[config.mk]
export PLATFORM = sky130hd
export DESIGN_NAME = alu_share_ctrl
export DESIGN_NICKNAME = d
export VERILOG_FILES = /design/src/rtl/alu_share_pkg.sv /design/src/rtl/alu_share_ctrl_arbiter.sv /design/src/rtl/alu_share_ctrl.sv
export SDC_FILE = /design/constraint.sdc
export NUM_CORES = 1
export LEC_CHECK = 0
export ABC_AREA = 1
export BUFFER_PORTS_ARGS = -buffer_cell sky130_fd_sc_hd__clkbuf_2
export CAP_MARGIN = 20
export CORE_MARGIN = 2
export CORE_UTILIZATION = 40
export DETAILED_ROUTE_END_ITERATION = 6
export PLACE_DENSITY = 0.84
export SLEW_MARGIN = 20
export SYNTH_ARGS = -nofsm -noshare
export SYNTH_HDL_FRONTEND = slang
export SYNTH_SLANG_ARGS = --single-unit
[constraint.sdc]
create_clock -name clk -period 1.3 [get_ports clk]
set_clock_uncertainty 0.1 [all_clocks]
set_input_delay 0.26 -clock clk [delete_from_list [all_inputs] [get_ports clk]]
set_output_delay 0.26 -clock clk [all_outputs]
set_load 0.005 [all_outputs]
[src/rtl/alu_share_pkg.sv]
// Shared types and constants for the ALU-sharing controller: FSM states, ALU opcodes, default widths.
package alu_share_pkg;

  typedef enum logic [1:0] {
    S_IDLE = 2'd0,
    S_EXEC = 2'd1,
    S_RESP = 2'd2
  } state_t;

  localparam int DEF_DATA_WIDTH    = 32;
  localparam int DEF_OPCODE_LENGTH = 4;
  localparam int DEF_NUM_REQ       = 2;

  localparam logic [3:0] ALU_AND = 4'b0000;
  localparam logic [3:0] ALU_SUB = 4'b0001;
  localparam logic [3:0] ALU_ADD = 4'b0010;
  localparam logic [3:0] ALU_OR  = 4'b0011;
  localparam logic [3:0] ALU_XOR = 4'b0100;
  localparam logic [3:0] ALU_SLL = 4'b0101;
  localparam logic [3:0] ALU_SRL = 4'b0110;
  localparam logic [3:0] ALU_SRA = 4'b0111;
  localparam logic [3:0] ALU_EQ  = 4'b1000;
  localparam logic [3:0] ALU_SLT = 4'b1001;

endpackage

[src/rtl/alu_share_ctrl_arbiter.sv]
// Grant selection for the ALU sharer. ALU_SHARE_RR_EN selects round-robin; otherwise fixed
// priority with the lowest index winning and no pointer register.
module share_arbiter #(
  parameter int NUM_REQ = 2,
  parameter int IW      = (NUM_REQ > 1) ? $clog2(NUM_REQ) : 1
) (
  input  logic               clk,
  input  logic               rst_n,
  input  logic [NUM_REQ-1:0] i_req,
  input  logic               i_accept,
  output logic [NUM_REQ-1:0] o_gnt_oh,
  output logic [IW-1:0]      o_gnt_idx,
  output logic               o_any
);

`ifdef ALU_SHARE_RR_EN
  logic [IW-1:0] r_ptr;

  always_ff @(posedge clk or negedge rst_n) begin
    if (!rst_n) begin
      r_ptr <= IW'(NUM_REQ - 1);
    end else if (i_accept) begin
      r_ptr <= o_gnt_idx;
    end
  end

  // Search starts one past the last winner and wraps.
  always_comb begin
    int k;
    k         = 0;
    o_gnt_idx = '0;
    o_any     = 1'b0;
    for (int i = 0; i < NUM_REQ; i++) begin
      k = (int'(r_ptr) + 1 + i) % NUM_REQ;
      if (!o_any && i_req[k]) begin
        o_any     = 1'b1;
        o_gnt_idx = k[IW-1:0];
      end
    end
  end
`else
  logic w_unused;
  assign w_unused = ^{clk, rst_n, i_accept};

  always_comb begin
    o_gnt_idx = '0;
    o_any     = 1'b0;
    for (int i = NUM_REQ - 1; i >= 0; i--) begin
      if (i_req[i]) begin
        o_any     = 1'b1;
        o_gnt_idx = IW'(i);
      end
    end
  end
`endif

  assign o_gnt_oh = o_any ? (NUM_REQ'(1) << o_gnt_idx) : '0;

endmodule

[src/rtl/alu_share_ctrl.sv]
// Shares one ALU between NUM_REQ requesters: accept, execute for one cycle, hold result until taken.
// Arbitration mode set by ALU_SHARE_RR_EN inside share_arbiter.
module alu_share_ctrl
  import alu_share_pkg::*;
#(
  parameter int DATA_WIDTH    = DEF_DATA_WIDTH,
  parameter int OPCODE_LENGTH = DEF_OPCODE_LENGTH,
  parameter int NUM_REQ       = DEF_NUM_REQ
) (
  input  logic                                   clk,
  input  logic                                   rst_n,
  input  logic [NUM_REQ-1:0]                     ReqValid,
  output logic [NUM_REQ-1:0]                     ReqReady,
  input  logic [NUM_REQ-1:0][DATA_WIDTH-1:0]     ReqSrcA,
  input  logic [NUM_REQ-1:0][DATA_WIDTH-1:0]     ReqSrcB,
  input  logic [NUM_REQ-1:0][OPCODE_LENGTH-1:0]  ReqOp,
  output logic [NUM_REQ-1:0]                     RespValid,
  input  logic [NUM_REQ-1:0]                     RespReady,
  output logic [DATA_WIDTH-1:0]                  RespResult,
  output logic [DATA_WIDTH-1:0]                  SrcA,
  output logic [DATA_WIDTH-1:0]                  SrcB,
  output logic [OPCODE_LENGTH-1:0]               Operation,
  input  logic [DATA_WIDTH-1:0]                  ALUResult
);

  localparam int IW = $clog2(NUM_REQ);

  state_t                   r_state;
  state_t                   w_state_nxt;
  logic [DATA_WIDTH-1:0]    r_src_a;
  logic [DATA_WIDTH-1:0]    r_src_b;
  logic [OPCODE_LENGTH-1:0] r_op;
  logic [DATA_WIDTH-1:0]    r_resp_result;
  logic [NUM_REQ-1:0]       r_resp_valid;
  logic [IW-1:0]            r_gnt_q;

  logic [NUM_REQ-1:0]       w_gnt_oh;
  logic [IW-1:0]            w_gnt_idx;
  logic                     w_any;
  logic                     w_accept;
  logic                     w_capture;
  logic                     w_release;

  share_arbiter #(
    .NUM_REQ (NUM_REQ),
    .IW      (IW)
  ) u_arb (
    .clk       (clk),
    .rst_n     (rst_n),
    .i_req     (ReqValid),
    .i_accept  (w_accept),
    .o_gnt_oh  (w_gnt_oh),
    .o_gnt_idx (w_gnt_idx),
    .o_any     (w_any)
  );

  always_ff @(posedge clk or negedge rst_n) begin
    if (!rst_n) begin
      r_state <= S_IDLE;
    end else begin
      r_state <= w_state_nxt;
    end
  end

  always_comb begin
    w_state_nxt = r_state;
    w_accept    = 1'b0;
    w_capture   = 1'b0;
    w_release   = 1'b0;
    ReqReady    = '0;
    case (r_state)
      S_IDLE: begin
        // rst_n gating keeps ReqReady quiet while reset is held, not just after the edge.
        if (w_any && rst_n) begin
          ReqReady    = w_gnt_oh;
          w_accept    = 1'b1;
          w_state_nxt = S_EXEC;
        end
      end
      S_EXEC: begin
        w_capture   = 1'b1;
        w_state_nxt = S_RESP;
      end
      S_RESP: begin
        if (RespReady[r_gnt_q]) begin
          w_release   = 1'b1;
          w_state_nxt = S_IDLE;
        end
      end
      default: w_state_nxt = S_IDLE;
    endcase
  end

  always_ff @(posedge clk or negedge rst_n) begin
    if (!rst_n) begin
      r_src_a <= '0;
      r_src_b <= '0;
      r_op    <= '0;
      r_gnt_q <= '0;
    end else if (w_accept) begin
      r_src_a <= ReqSrcA[w_gnt_idx];
      r_src_b <= ReqSrcB[w_gnt_idx];
      r_op    <= ReqOp[w_gnt_idx];
      r_gnt_q <= w_gnt_idx;
    end
  end

  always_ff @(posedge clk or negedge rst_n) begin
    if (!rst_n) begin
      r_resp_result <= '0;
      r_resp_valid  <= '0;
    end else if (w_capture) begin
      r_resp_result <= ALUResult;
      r_resp_valid  <= NUM_REQ'(1) << r_gnt_q;
    end else if (w_release) begin
      r_resp_valid  <= '0;
    end
  end

  assign SrcA       = r_src_a;
  assign SrcB       = r_src_b;
  assign Operation  = r_op;
  assign RespResult = r_resp_result;
  assign RespValid  = r_resp_valid;

endmodule

Word level (Yosys, flattened, before mapping)
Index checks and enable logic that the tools add are counted.

word-level totals
  register bits after elaboration = 105
  input bits = 174
  output and inout bits = 104
  logic and storage cells = 43

operators by class
  magnitude comparators = 2
  equal/unequal tests = 4
  shifts and indexed selects = 2
  mux-type cells = 24
  reductions and logical operators = 4

operators with widths
  operator                                                                      count
  32-bit two-way mux                                                            4
  2-bit two-way mux                                                             7
  1-bit two-way mux                                                             10
  4-bit two-way mux                                                             2
  2-bit one-hot mux with 3 select lines                                         1
  1-bit by 2-bit less-than comparator with 1-bit output, second input constant  2
  2-bit inequality test, second input constant                                  2
  1-bit by 1-bit left shift with 2-bit output, first input constant             2
  2-bit by 1-bit equality test with 1-bit output, second input constant         1
  2-bit equality test, second input constant                                    1
  2-bit logical NOT                                                             1
  2-bit AND reduction                                                           1
  2-bit nonzero test                                                            1
  1-bit logical AND                                                             1

Longest topological paths before layout
Gate-level depths: netlist of the first run.

  depth after elaboration = 6
  mapped depth = 9
  mapped depth without buffers = 7

Modules after synthesis
Synthesis of the first run repeated with hierarchy kept, for this count alone.

unflattened totals
  cells, all modules = 679
  area, all modules = 4908.5 µm²

by module, submodules not included
  module          instances  cells each  area each (µm²)  seq. area each (µm²)
  alu_share_ctrl  1          673         4882.2           2627.5
  share_arbiter   1          6           26.3             0.0

Least setup slack after synthesis of the first run
No wires, ideal clock.

  kind = register to output
  from = reg r_state[0]
  to = out ReqReady[0]
  arrival = 0.998 ns
  data required time = 0.940 ns
  slack = -0.058 ns
  stages on the path, launching flop included = 5
  buffers on the path = 1
  path through = dfrtp_1 nor2_1 nand3_2 clkbuf_1 nor2_1

on the way
  longest elaborated chain between the ends = 2

ends and longest elaborated chain
  item                    RTL line              RTL
  start, declared         alu_share_ctrl.sv:28  state_t r_state;
  start signal, assigned  alu_share_ctrl.sv:61  r_state <= w_state_nxt;
  2-bit logical NOT       alu_share_ctrl.sv:71  case (r_state)
  2-bit two-way mux       alu_share_ctrl.sv:71
  end, declared           alu_share_ctrl.sv:13  output logic [NUM_REQ-1:0] ReqReady,

Every way passes these cells.

Worst setup path in the final report of the first run
  from = reg r_state[1]
  to = out ReqReady[1]

The elaborated chain is that of the path after synthesis.

==> run summary, run 1 <==
crit-path max FO = 3
vias = 4986
Worst-Skew Late Latency = 0.33 ns
post-route ant nets = 0
Core Area = 11900 sq um
Total Wirelength = 13900 um
reg2reg path depth = 7
CTS Buf Count = 9
final period utilization = 1.26
Initial Util = 0.406
clk slew on worst S/H paths = 0.06 ns
Post-Synth Simple-Gate Area = 0.413
boundary pin count = 278
Net Count, Synth = 846
setup slack, reg-to-reg = -0.23 ns
most used routing layer = met2
grt met3 use = 0.0303
Post-Syn Area = 4810 sq um
H-tree levels = 3
adder-cell area share of the yosys netlist = 0
DR iter-0 viols = 274
Min-Delay Endpoint = RespResult[24]
share of power burned in registers = 0.419
Max-Slew Margin vs Limit = 0.638
CTS Root Cell = clkbuf_16
# clock sinks = 105
mux contribution to synthesized area = 0
Distinct cells, synth = 15
HP Class = in2reg
unrepaired setup endpoints after global routing = yes
Final Slew Violations = 0
Switching Power = 4.67 mW
Final setup viols = 71
FF-to-FF End = SrcA[0]
Comb power frac = 0.381
met2 usage = 0.382
DRC violations left = 0
nature of the critical path endpoint = output port
R2R Path Start = r_state[1]
violated checks = setup timing
PortBufs = 277
Pre-antenna DRT Iters = 4
syn_area_per_cell = 7.16 sq um
CP Data Arrival Time = 1.27 ns
max-cap check violation count = 0
Post-DP HPWL = 10000 um
die width = 114 um
Seq/Total Area, Yosys = 0.546
first-pass GRT wire length = 22100 um
GRT overflow = 0
Power Total = 13.5 mW
Synth Instances = 672
minimum clock period = 1.63 ns
vias in the first global route = 4679
vias per inst = 4.50
met1 GRT Util = 0.269
worst vdd ir = 0.000736 V
Layout Nets = 1130
# diodes = 0
Hold Path Cell Cnt = 3
largest net degree at the start of global routing = 106
TritonCTS clock tree = built
die height = 114 um
Synth Area in Compound Gates = 0.00104
Tot GR Track Use = 0.215
run status = finished, violations left
final hold vios = 0
Startpoint Class = flip-flop
Clock Tree Buf Depth = 2
Pint = 8.88 mW
Yosys reg bits = 105
Area growth, synth to finish = 46.4%
maximum clock frequency = 0.612 GHz
TNS Setup = -9.53 ns
XOR/XNOR share of the synthesized area = 0
RD Place Congestion = 0.764
largest family of logic cells by synthesized area = simple AND/OR/NAND/NOR gates
YS warnings = 0
Lkg Pwr = 4.40 nW
Pwr Density = 1920 nW/um^2
DIE AREA = 12900 sq um
clock share of power = 0.200
Crit Path Class = reg2out
antenna violations before repair = 0
row count = 40
WL/cell = 12.6 um
switch share = 0.345
Critical Path RT = 0.94 ns
Tightest Pin Transition = 0.544 ns
share of cells above drive strength 1 = 0.344
Hold Startpoint = ALUResult[24]
worst setup margin = -0.333 ns
[cells in the mapped netlist]
master      n  share of area
buf_1       5         0.0039
buf_2      10          0.010
buf_4       3         0.0047
buf_6       2         0.0047
clkbuf_1   14          0.011
clkinv_1    1        0.00078
dfrtp_1   105           0.55
inv_1       3         0.0023
inv_2       3         0.0023
nand2_1   515           0.40
nand2_2     2         0.0026
nand3_1     3         0.0031
nand3_2     1         0.0021
nor2_1      4         0.0031
o21ai_0     1         0.0010
[metal layers]
layer  vias to the layer above  part of all wire
met1                      2203              0.43
li1                       2567                 -
met3                        16             0.063
met2                       200              0.48
met5                         -                 0
met4                         0             0.020
[placed cells by master, fill, tap and decap left out, drive strengths merged]
cell	synthesis	layout
nand3	4	4
nor2	4	4
o21ai	1	1
nand2	517	517
buf	20	27
dfrtp	105	105
bufinv	0	1
dlygate4sd3	0	1
clkbuf	14	290
bufbuf	0	2
inv	6	6
clkinvlp	0	1
clkinv	1	1
[repair_timing]
action,4_1_cts,5_1_grt
setup endpoints to repair,69,95
resized for setup,8,5
endpoints found under the hold margin,105,0
gates cloned,4,1
hold buffers,1,0
setup buffers,2,2
pin swaps,2,0
[metrics by stage]
step / std cells / hold slack (ns) / util / setup slack [ns] / area (sq um)
floorplan: 672 / -0.136 / - / -0.00856 / 4840
global placement: 1082 / 0.332 / 0.550 / -0.0382 / 6530
detailed placement: 1082 / 0.333 / 0.550 / -0.0563 / 6530
CTS: 1104 / 0.00334 / 0.589 / -0.342 / 6990
global route: 1107 / 0.0169 / 0.594 / -0.385 / 7040
finish: 1107 / 0.0177 / 0.594 / -0.333 / 7040
[registers in the layout (all words and copies together) (netlist names)]
signal,count
r_gnt_q,1
Operation,4
r_state,2
SrcB,32
SrcA,32
RespResult,32
RespValid,2
[cells by family after synthesis]
family,count (synthesis)
AOI/OAI and AO/OA,1
DFF,105
buffers and inverters,41
and+or+nand+nor,525
[critical path, cell delays in order (launching register included)]
cell and delay [ns]:
dfrtp_1 0.39, nor2_2 0.15, nand3_4 0.09, buf_12 0.14, nor2_4 0.06, clkbuf_2 0.11
[final cells by class]
cell class	count	area, sq um
clock buffers	13	260
well taps	147	184
clock inverters	2	37.5
repair buffers	307	1870
fillers	1087	4820
multi-input cells	526	2020
inverters	7	41.3
flip-flops and latches	105	2630
[power by group through the flow]
| stage | clock, mW | combinational, mW | sequential, mW |
|---|---|---|---|
| after global routing | 2.90 | 5.78 | 5.84 |
| after floorplan | 0 | 2.03 | 5.72 |
| final | 2.72 | 5.16 | 5.68 |
| after global placement | 0 | 4.68 | 5.64 |
| after CTS | 2.77 | 5.13 | 5.67 |
| after detailed placement | 0 | 4.86 | 5.66 |
[how the worst max path moves through the flow]
stage | start | endpoint | cells after the start
CTS | r_state[1] | ReqReady[1] | 5
finish | r_state[1] | ReqReady[1] | 5
global placement | r_state[0] | ReqReady[1] | 5
global route | r_state[1] | ReqReady[0] | 5
floorplan | r_state[0] | ReqReady[0] | 4
detailed placement | r_state[0] | SrcB[20] | 6
(Power assumes the default switching activity.)
==> run 2: changes to the inputs <==
--- a/config.mk
+++ b/config.mk
@@ -11,6 +11,7 @@
 export CORE_MARGIN = 2
 export CORE_UTILIZATION = 40
 export DETAILED_ROUTE_END_ITERATION = 6
+export HOLD_SLACK_MARGIN = 0.08
 export PLACE_DENSITY = 0.84
 export SLEW_MARGIN = 20
 export SYNTH_ARGS = -nofsm -noshare
==> run summary, run 2 (same netlist as run 1, synthesis figures left out) <==
die width = 114 um
Final setup viols = 105
crit-path max FO = 3
WHS = 0.0995 ns
Pre-antenna DRT Iters = 4
Clock Tree Buf Depth = 2
Pwr Density = 1880 nW/um^2
CP Capture Point = ReqReady[1]
share of cells above drive strength 1 = 0.356
HP Class = in2reg
boundary pin count = 278
reg2reg path depth = 7
Critical path origin = r_state[1]
TritonCTS clock tree = built
setup slack, reg-to-reg = -0.25 ns
DIE AREA = 12900 sq um
# clock sinks = 105
M1 WL = 6470 um
CTS Root Cell = clkbuf_16
DR iter-0 viols = 323
post-route ant nets = 0
Startpoint Class = flip-flop
Power Total = 14.0 mW
R2R Path Start = r_state[1]
vias per inst = 4.61
antenna violations before repair = 0
max-cap check violation count = 0
maximum clock frequency = 0.604 GHz
Crit Path Class = reg2out
TNS Setup = -12.65 ns
vias = 5259
RD Place Congestion = 0.764
row count = 40
Core Area = 11900 sq um
pre-CTS setup slack = -0.0563 ns
H-tree levels = 3
most frequent cells in the layout = 493 x nand2_1, 275 x clkbuf_2, 105 x dfrtp_1, 33 x dlygate4sd3_1, 23 x nand2_2
Final Slew Violations = 0
# diodes = 0
Final Non-Filler Cells = 1141
Layout Nets = 1164
first-pass GRT wire length = 23600 um
final period utilization = 1.27
largest net degree at the start of global routing = 106
CP Data Arrival Time = 1.30 ns
Tot GR Track Use = 0.232
Lkg Pwr = 4.56 nW
met2 wire len = 7750 um
Initial Util = 0.406
Post-DP HPWL = 10000 um
top layer in use = met4
DRC violations left = 0
FF-to-FF End = SrcA[0]
die height = 114 um
minimum clock period = 1.66 ns
final hold vios = 0
PortBufs = 277
worst setup margin = -0.355 ns
routed wl met3 = 1170 um
Area growth, synth to finish = 54.8%
Max-Slew Margin vs Limit = 0.625
Tightest Pin Transition = 0.563 ns
Layout fillers = 1018
CTS Buf Count = 9
GRT overflow = 0
worst vdd ir = 0.000736 V
Total Wirelength = 15900 um
Worst-Skew Late Latency = 0.34 ns
Critical Path RT = 0.94 ns
Hold Path Cell Cnt = 5
clk slew on worst S/H paths = 0.07 ns
commonest non-fill, non-tap cell in the layout = nand2_1
WL/cell = 14.0 um
vias in the first global route = 4918
unrepaired setup endpoints after global routing = yes
violated checks = setup timing
run status = finished, violations left
dpl cells = 1082
nature of the critical path endpoint = output port
run 2: cell count changes in the layout (fill, tap and decap cells not counted), moves of 3 or more:
cell           delta
nand2_1          -21
buf_6             +3
dlygate4sd3_1    +32
nand2_2          +20
run 2: stage by stage:
| step | cell area, sq um | utilization |
|---|---|---|
| detailed placement | 6530 | 0.550 |
| global route | 7450 | 0.628 |
| finish | 7450 | 0.628 |
| floorplan | 4840 | - |
| global placement | 6530 | 0.550 |
| CTS | 7310 | 0.616 |
run 2: worst min-delay path by stage:
stage           startpoint  slack [ns]              to
6_report       ReqSrcA[62]         0.1        SrcA[30]
5_1_grt        ReqSrcB[49]        0.11        SrcB[17]
4_1_cts        ReqSrcA[62]        0.09        SrcA[30]
3_5_place_dp         rst_n        0.33  RespResult[24]
3_3_place_gp         rst_n        0.33  RespResult[17]
2_1_floorplan        rst_n       -0.14    Operation[0]
run 2: what timing repair did:
action,in CTS,in global routing
hold endpoints to repair,137,0
resized for setup,8,29
gates cloned,4,3
setup endpoints to repair,69,96
setup buffers,2,2
hold buffers,33,0
pin swaps,2,0
run 2: power by group:
group | total (mW) | leakage (nW) | switching [mW] | internal (mW)
clock network | 2.72 | 0.142 | 1.13 | 1.59
logic | 5.53 | 3.11 | 2.89 | 2.64
registers | 5.73 | 1.31 | 0.956 | 4.78
total | 14.0 | 4.56 | 4.98 | 9.01
run 2: layout make-up:
type                    count  area (sq um)  share of cell area
clock inverters             2          37.5             0.00504
well taps                 147           184              0.0247
repair buffers            341          2220               0.298
multi-input cells         526          2080               0.279
flip-flops and latches    105          2630               0.353
clock buffers              13           260              0.0349
inverters                   7          42.5             0.00571
run 2: routing by layer:
| metal | global-route usage | vias up |
|---|---|---|
| met1 | 0.280 | 2345 |
| met3 | 0.0377 | 38 |
| met2 | 0.417 | 240 |
| li1 | - | 2636 |
| met5 | 0 | - |
| met4 | 0.0854 | 0 |
run 2: critical path, cell delays in order (launching register included):
cell	delay, ns
dfrtp_1	0.39
nor2_2	0.16
nand3_4	0.09
buf_12	0.14
nor2_4	0.06
buf_2	0.11
==> run 3: changes to the inputs <==
--- a/config.mk
+++ b/config.mk
@@ -12,7 +12,7 @@
 export CORE_UTILIZATION = 40
 export DETAILED_ROUTE_END_ITERATION = 6
 export HOLD_SLACK_MARGIN = 0.08
-export PLACE_DENSITY = 0.84
+export PLACE_DENSITY_LB_ADDON = 0.25
 export SLEW_MARGIN = 20
 export SYNTH_ARGS = -nofsm -noshare
 export SYNTH_HDL_FRONTEND = slang
==> run summary, run 3 (same netlist as run 1, synthesis figures left out) <==
DIE AREA = 12900 sq um
CTS Buf Count = 9
final period utilization = 1.22
Worst-Skew Late Latency = 0.33 ns
first-pass GRT wire length = 22800 um
Critical Path RT = 0.94 ns
CP Data Arrival Time = 1.22 ns
GRT overflow = 0
vias = 5159
unrepaired setup endpoints after global routing = yes
Crit Path Class = reg2out
CTS Root Cell = clkbuf_16
Final Non-Filler Cells = 1146
Switching Power = 4.65 mW
Layout fillers = 1100
Total Wirelength = 14300 um
run status = finished, violations left
share of power burned in registers = 0.421
final instance area = 7370 sq um
HP Class = in2reg
TritonCTS clock tree = built
violated checks = setup timing
Startpoint Class = flip-flop
Tot GR Track Use = 0.221
dpl cells = 1090
WL/cell = 12.5 um
minimum clock period = 1.58 ns
post-route ant nets = 0
vias in the first global route = 4810
Pint = 8.76 mW
H-tree levels = 3
Layout Nets = 1169
worst setup margin = -0.283 ns
Clock Tree Buf Depth = 2
Core Area = 11900 sq um
most frequent cells in the layout = 515 x nand2_1, 274 x clkbuf_2, 105 x dfrtp_1, 34 x dlygate4sd3_1, 17 x buf_4
Comb power frac = 0.381
Initial Util = 0.406
Final Util = 0.621
WHS = 0.0976 ns
RD Place Congestion = 0.793
Pwr Density = 1820 nW/um^2
Final Slew Violations = 0
die height = 114 um
Lkg Pwr = 4.54 nW
max-cap check violation count = 0
pre-CTS setup slack = -0.212 ns
vias per inst = 4.50
Area after DPL = 6570 sq um
nature of the critical path endpoint = output port
clock share of power = 0.198
switch share = 0.347
crit-path max FO = 4
register area = 2630 sq um
clk slew on worst S/H paths = 0.07 ns
PortBufs = 277
antenna violations before repair = 0
Post-DP HPWL = 10200 um
commonest non-fill, non-tap cell in the layout = nand2_1
Multi-input gate area = 2020 sq um
final hold vios = 0
largest net degree at the start of global routing = 53
Final setup viols = 72
boundary pin count = 278
row count = 40
Area growth, synth to finish = 53.2%
Pre-antenna DRT Iters = 4
share of cells above drive strength 1 = 0.334
Tightest Pin Transition = 0.436 ns
DR iter-0 viols = 198
die width = 114 um
worst vdd ir = 0.000719 V
# clock sinks = 105
DRC violations left = 0
maximum clock frequency = 0.632 GHz
# diodes = 0
Max-Slew Margin vs Limit = 0.710
-- run 3: critical path, stage by stage, from the launching register on --
cell     delay, ns
dfrtp_1       0.39
nor2_2        0.15
nand3_4       0.12
nor2_4        0.12
buf_6         0.10
-- run 3: final cells by class --
cell class                 count  area share
timing repair buffer         346       0.301
tap                          147      0.0250
inverter                       7     0.00458
multi-input combinational    526       0.273
clock inverter                 4     0.00747
sequential                   105       0.356
clock buffer                  11      0.0316
-- run 3: power by group through the flow --
stage | logic, mW | clock network [mW] | registers (mW)
after floorplan | 2.03 | 0 | 5.72
after global placement | 4.73 | 0 | 5.64
after detailed placement | 4.85 | 0 | 5.63
after CTS | 5.02 | 2.72 | 5.64
after global routing | 5.80 | 2.86 | 5.84
final | 5.11 | 2.65 | 5.65
-- run 3: metal layers --
| metal | part of all wire | vias to the layer above | global-route usage | wire length, um |
|---|---|---|---|---|
| met5 | 0 | - | 0 | 0 |
| met4 | 0.026 | 0 | 0.0862 | 371 |
| met3 | 0.068 | 28 | 0.0399 | 971 |
| met2 | 0.47 | 203 | 0.373 | 6800 |
| li1 | - | 2642 | - | - |
| met1 | 0.43 | 2286 | 0.285 | 6190 |
-- run 3: path summary, 6_finish.rpt --
check | from | endpoint | slack, ns | cells after the start
worst max register to register | r_state[0] | SrcA[11] | -0.19 | 7
min in group asynchronous | rst_n | RespResult[29] | 0.20 | 4
max in group asynchronous | rst_n | RespResult[27] | 0.24 | 4
worst min register to register | SrcA[17] | SrcA[17] | 0.38 | 2
worst max-delay path | r_state[0] | ReqReady[1] | -0.28 | 4
worst min-delay path | ReqSrcB[46] | SrcB[14] | 0.1 | 5
-- run 3: stage by stage --
| stage | setup TNS (ns) | power, mW |
|---|---|---|
| floorplan | -0.0171 | 7.75 |
| global placement | -6.34 | 10.4 |
| detailed placement | -7.63 | 10.5 |
| CTS | -13.33 | 13.4 |
| global route | -15.60 | 14.5 |
| finish | -9.77 | 13.4 |
-- run 3: what timing repair did --
| action | 4_1_cts | 5_1_grt |
|---|---|---|
| hold endpoints to repair | 90 | 6 |
| pin swaps | 1 | 2 |
| buffers inserted | 2 | 1 |
| gates resized for setup | 4 | 14 |
| endpoints found under the setup margin | 71 | 125 |
| hold buffers | 34 | 1 |
| gates cloned | 1 | 2 |
